[src/rtl/instr_fetch_unit.sv]
// Fetch stage: owns the PC, drives instruction memory, and buffers fetched {pc, instr}
// pairs in a small in-order queue that is drained by decode through valid/ready.
module instr_fetch_unit #(
  parameter logic [31:0] RESET_PC  = 32'h0000_0000,
  parameter int unsigned BUF_DEPTH = 2
) (
  input  logic        clk,
  input  logic        reset,
  output logic [31:0] imem_pc,
  input  logic [31:0] imem_instr,
  input  logic        redirect_valid,
  input  logic [31:0] redirect_target,
  output logic        out_valid,
  input  logic        out_ready,
  output logic [31:0] out_instr,
  output logic [31:0] out_pc,
  output logic [31:0] out_pc_plus4,
  output logic        misaligned
);

  localparam int unsigned PTR_W = (BUF_DEPTH > 1) ? $clog2(BUF_DEPTH) : 1;
  localparam int unsigned CNT_W = $clog2(BUF_DEPTH + 1);

  logic [31:0]      fetch_pc_q, fetch_pc_d;
  logic [31:0]      buf_pc_q    [BUF_DEPTH];
  logic [31:0]      buf_instr_q [BUF_DEPTH];
  logic [PTR_W-1:0] rd_ptr_q, rd_ptr_d;
  logic [PTR_W-1:0] wr_ptr_q, wr_ptr_d;
  logic [CNT_W-1:0] count_q, count_d;
  logic             misaligned_q, misaligned_d;
  logic             full, pop, push;

  assign full      = (count_q == CNT_W'(BUF_DEPTH));
  assign out_valid = (count_q != '0);
  assign pop       = out_valid & out_ready;
  // A full buffer can still accept when the head leaves in the same cycle.
  assign push      = ~redirect_valid & (~full | pop);

  assign imem_pc      = fetch_pc_q;
  assign out_pc       = buf_pc_q[rd_ptr_q];
  assign out_instr    = buf_instr_q[rd_ptr_q];
  assign out_pc_plus4 = buf_pc_q[rd_ptr_q] + 32'd4;
  assign misaligned   = misaligned_q;

  always_comb begin
    fetch_pc_d   = fetch_pc_q;
    rd_ptr_d     = rd_ptr_q;
    wr_ptr_d     = wr_ptr_q;
    count_d      = count_q;
    misaligned_d = misaligned_q;
    if (redirect_valid) begin
      fetch_pc_d   = {redirect_target[31:2], 2'b00};
      rd_ptr_d     = '0;
      wr_ptr_d     = '0;
      count_d      = '0;
      misaligned_d = misaligned_q | (|redirect_target[1:0]);
    end else begin
      if (push) begin
        fetch_pc_d = fetch_pc_q + 32'd4;
        wr_ptr_d   = wr_ptr_q + PTR_W'(1);
      end
      if (pop) begin
        rd_ptr_d = rd_ptr_q + PTR_W'(1);
      end
      if (push && !pop) begin
        count_d = count_q + CNT_W'(1);
      end else if (pop && !push) begin
        count_d = count_q - CNT_W'(1);
      end
    end
  end

  always_ff @(posedge clk) begin
    if (reset) begin
      fetch_pc_q   <= RESET_PC;
      rd_ptr_q     <= '0;
      wr_ptr_q     <= '0;
      count_q      <= '0;
      misaligned_q <= 1'b0;
    end else begin
      fetch_pc_q   <= fetch_pc_d;
      rd_ptr_q     <= rd_ptr_d;
      wr_ptr_q     <= wr_ptr_d;
      count_q      <= count_d;
      misaligned_q <= misaligned_d;
    end
  end

  // Storage is not reset; entries are only observable once counted in.
  always_ff @(posedge clk) begin
    if (!reset && push) begin
      buf_pc_q[wr_ptr_q]    <= fetch_pc_q;
      buf_instr_q[wr_ptr_q] <= imem_instr;
    end
  end

endmodule

[config.mk]
export PLATFORM = sky130hd
export DESIGN_NAME = instr_fetch_unit
export DESIGN_NICKNAME = d
export VERILOG_FILES = /design/src/rtl/instr_fetch_unit.sv
export SDC_FILE = /design/constraint.sdc
export NUM_CORES = 1
export LEC_CHECK = 0
export CELL_PAD_IN_SITES_DETAIL_PLACEMENT = 0
export CELL_PAD_IN_SITES_GLOBAL_PLACEMENT = 2
export CORE_MARGIN = 4
export CORE_UTILIZATION = 34
export DETAILED_ROUTE_END_ITERATION = 10
export GPL_TIMING_DRIVEN = 0
export PLACE_DENSITY_LB_ADDON = 0.12
export RECOVER_POWER = 25
export SYNTH_ARGS = -nofsm -noshare
export SYNTH_HDL_FRONTEND = slang
export SYNTH_SLANG_ARGS = --single-unit
export TNS_END_PERCENT = 20
[constraint.sdc]
create_clock -name clk -period 28.1 [get_ports clk]
set_input_delay 8.43 -clock clk [delete_from_list [all_inputs] [get_ports clk]]
set_output_delay 8.43 -clock clk [all_outputs]
set_load 0.1 [all_outputs]
==> results by group <==
Setup path
  • CP Class: flop to output pin
  • CP peak stage delay: 1.15 ns
  • CP endpoint kind: output pin
  • WP data required: 19.67 ns
  • CP cell instances: buf_4 -> buf_4 -> clkbuf_1 -> buf_2 -> mux2i_1 -> inv_1 -> ha_1 -> and2b_1 -> nand4_4 -> a2111oi_4 -> xor2_1 -> clkdlybuf4s50_1
  • Arr. time, crit path: 4.78 ns
  • CP most frequent cell: buf_4
  • Crit Path Max Fanout: 10
  • Worst reg2reg path endpoint: buf_instr_q[0][21]$_DFFE_PP_
  • Reg2Reg Depth: 7
  • Startpoint Class: flop
  • Start of the worst register-to-register path: count_q[0]$_SDFFE_PP0P_
  • Slowest CP cell: clkdlybuf4s50_1
  • Reg2Reg Setup Slack: roughly 26 ns
  • Worst setup path end: out_pc_plus4[28]

Clock tree
  • # H-tree levels: 4
  • Post-CTS Hold Buffers: 0
  • Num CTS Buffers: 17
  • Postcts setup bufs: 0
  • Max clock buf depth: 2
  • CTS tree: built
  • Clock Sinks: 160
  • Post-CTS sizing: 0
  • Clock Pin Slew Worst Setup and Hold Paths: 0.06 ns
  • Clock Tree Root: clkbuf_16
  • Clock latency on the worst-skew pair: slightly above 0.4 ns

Floorplanning
  • Die width: ~150 um
  • # IOs: roughly 200
  • Std-Cell Rows: between 50 and 60
  • Core Area: 0.0205 mm^2
  • DIE HEIGHT: 153 um
  • Starting Density: 35.1%
  • Die footprint: 0.0235 mm^2

Logic synthesis
  • Number of synthesized register bits: between 150 and 200
  • Syn Area/Cell: 13.1 um^2
  • Yosys cell types: 48
  • Instance count of the mapped netlist: 548
  • YS warnings: 0
  • Main synth FF type: edfxtp_1
  • EDFF count, synth: 124
  • Async S/R FF share, synth: 0%
  • Yosys top cell area share: 51.8%
  • Synthesized cell area: a little over 0.007 mm^2
  • Synth area leader: edfxtp_1
  • Post-synthesis sequential area ratio: between 60% and 70%
  • Leading post-synthesis cells by cell area: edfxtp_1 52%, dfxtp_1 10%, mux2_2 7.7%

Route
  • DRC: 0
  • Pre-antenna DRT Iters: 6
  • DR vias: 5121
  • Initial DRC Count: between 200 and 250
  • Via-to-Cell Ratio: 4.82
  • WL/cell: 18.4 um
  • Routed Wire Length: a little under 20000 um
  • Antenna Nets Post-Route: 0

Timing
  • Setup TNS: 0 ns
  • Slew of the pin with the lowest slew margin: 1.05 ns
  • Max Slew Vio Count: 0
  • Tcrit/Tclk final: 47.0%
  • Max Clock Skew: ~0.011 ns
  • Final min period: 13.21 ns
  • Rel. slew slack: 29.9%
  • RSZ-0062 raised after global routing: false
  • Achievable Freq: 75.7 MHz
  • Final Hold Viols: 0
  • Setup-failing EPs final: 0

GRT
  • Met1 Resource Use GR: 22.0%
  • Grt ovf: 0
  • Largest net degree at the start of global routing: 17
  • First-pass GRT wire length: 30800 um
  • GRT Total Usage: ~17%
  • GRT busiest layer: met2
  • Initial antenna violation count: 0
  • Met2 usage: 27.6%
  • GR Util met3: 3.19%
  • Vias in the first global route: 5469

Placement
  • Placer Congestion: around 0.8
  • Dpl hpwl: around 15000 um
  • I/O Buffers: 189
  • # placed instances: 1030

Run status
  • Status: finished clean

Power and ir drop
  • Peak supply drop: 0.0000380 V
  • Leakage power: 3.51 nW
  • Pwr/cell area: 64.3 mW/mm^2

Final layout
  • # fillers: 1840
  • Layout area overhead: 41.6%
  • Final core occ: 49.7%
  • Final instance count without filler cells: 1062
  • Footprint of the multi-input gates: ~0.0026 mm^2
  • Layout cells sized above 1: 16.3%
  • FF/Latch Area: 0.00444 mm^2
  • Antenna diode count: 0
  • Net count, final: 850

Min path
  • HP Class: flop to flop

Run
  • Max-Cap Viols: 0
==> synth_stat cells, types with 14 or more instances <==
library cell / count
a21oi_1: 14
dfxtp_1: 36
mux2_2: 49
inv_1: 15
a211oi_1: 17
nand2_1: 45
mux2i_1: 14
nand4_1: 17
nor3_1: 20
nand3_1: 15
xnor2_1: 43
nor2_1: 34
edfxtp_1: 124
xor2_1: 14
==> area by class of cell <==
type                    instances  area share (%)
clock buffers                  22            4.77
repair buffers                207            20.0
well taps                     270            3.32
multi-input cells             349            25.1
clock inverters                10           0.946
inverters                      15           0.553
plain buffers                  29            1.66
flip-flops and latches        160            43.7
==> layout by cell type (no fill, tap or decap), drive strengths merged, types with 8 or more instances in the layout <==
| master | count |
|---|---|
| edfxtp | 124 |
| dfxtp | 36 |
| mux2 | 49 |
| clkdlybuf4s50 | 166 |
| inv | 20 |
| dlygate4sd3 | 23 |
| nand3 | 15 |
| a211oi | 18 |
| nor3 | 20 |
| xnor2 | 43 |
| nand4 | 19 |
| nor2 | 34 |
| buf | 35 |
| nand2 | 45 |
| a21oi | 15 |
| mux2i | 14 |
| nor4 | 8 |
| xor2 | 14 |
| clkbuf | 34 |
==> report_power, final <==
group | total [mW] | switching (mW) | internal (mW)
Combinational | 0.155 | 0.115 | 0.0402
Sequential | 0.275 | 0.00887 | 0.266
Clock | 0.225 | 0.0917 | 0.133
==> registers in the layout, indices dropped and copies added, names as in the netlist, named ones only <==
signal / cells
rd_ptr_q: 1
imem_pc: 30
buf_pc_q: 60
count_q: 2
wr_ptr_q: 1
buf_instr_q: 64
misaligned: 1
==> how the worst min path moves through the flow <==
stage	from	endpoint	slack [ns]	depth (start not counted)
6_report	misaligned$_SDFFE_PP0P_	misaligned$_SDFFE_PP0P_	0.46	2
5_1_grt	misaligned$_SDFFE_PP0P_	misaligned$_SDFFE_PP0P_	0.49	2
4_1_cts	misaligned$_SDFFE_PP0P_	misaligned$_SDFFE_PP0P_	0.47	2
3_5_place_dp	misaligned$_SDFFE_PP0P_	misaligned$_SDFFE_PP0P_	0.46	2
3_3_place_gp	misaligned$_SDFFE_PP0P_	misaligned$_SDFFE_PP0P_	0.43	2
2_1_floorplan	rd_ptr_q$_SDFFE_PP0P_	flop	0.52	2
==> logic make-up (layout without fill, tap and decap cells) <==
logic type               after synthesis  count (layout)  synth area share [%]
AND/OR/NAND/NOR                      171             171                  12.9
flip-flops                           160             160                  61.8
multiplexers                          63              63                  9.62
XOR/XNOR                              57              57                  6.94
AO/OA/AOI/OAI                         49              49                  5.05
buffers and inverters                 44             283                  3.13
adder cells (fa/ha/maj)                3               3                 0.522
other                                  1               6                0.0522
==> worst max-delay path, delay by kind of cell (launching register included) <==
family	cells	cell delay [ns]
buffers and inverters	6	2.60
multiplexers	1	0.15
XOR/XNOR	1	0.18
adder cells (fa/ha/maj)	1	0.16
flip-flops	1	0.38
AO/OA/AOI/OAI	1	0.39
AND/OR/NAND/NOR	2	0.52
==> routing by layer <==
metal  share of wire [%]  routed length [um]
met4                 1.8                 360
met3                 4.1                 804
met5                   0                   0
met1                  46                9040
met2                  48                9330
==> stage by stage <==
step           power, mW  hold WS (ns)  instance area (um^2)  setup WS [ns]
6_report           0.655         0.462                 10200          14.89
5_1_grt            0.678         0.494                 10200          14.56
4_1_cts            0.662         0.469                 10200          14.77
3_5_place_dp       0.436         0.457                  9590          15.22
3_3_place_gp       0.435         0.434                  9440           8.32
2_1_floorplan      0.393         0.520                  7210          12.33
Note: power is estimated with default switching activity, not from simulation.
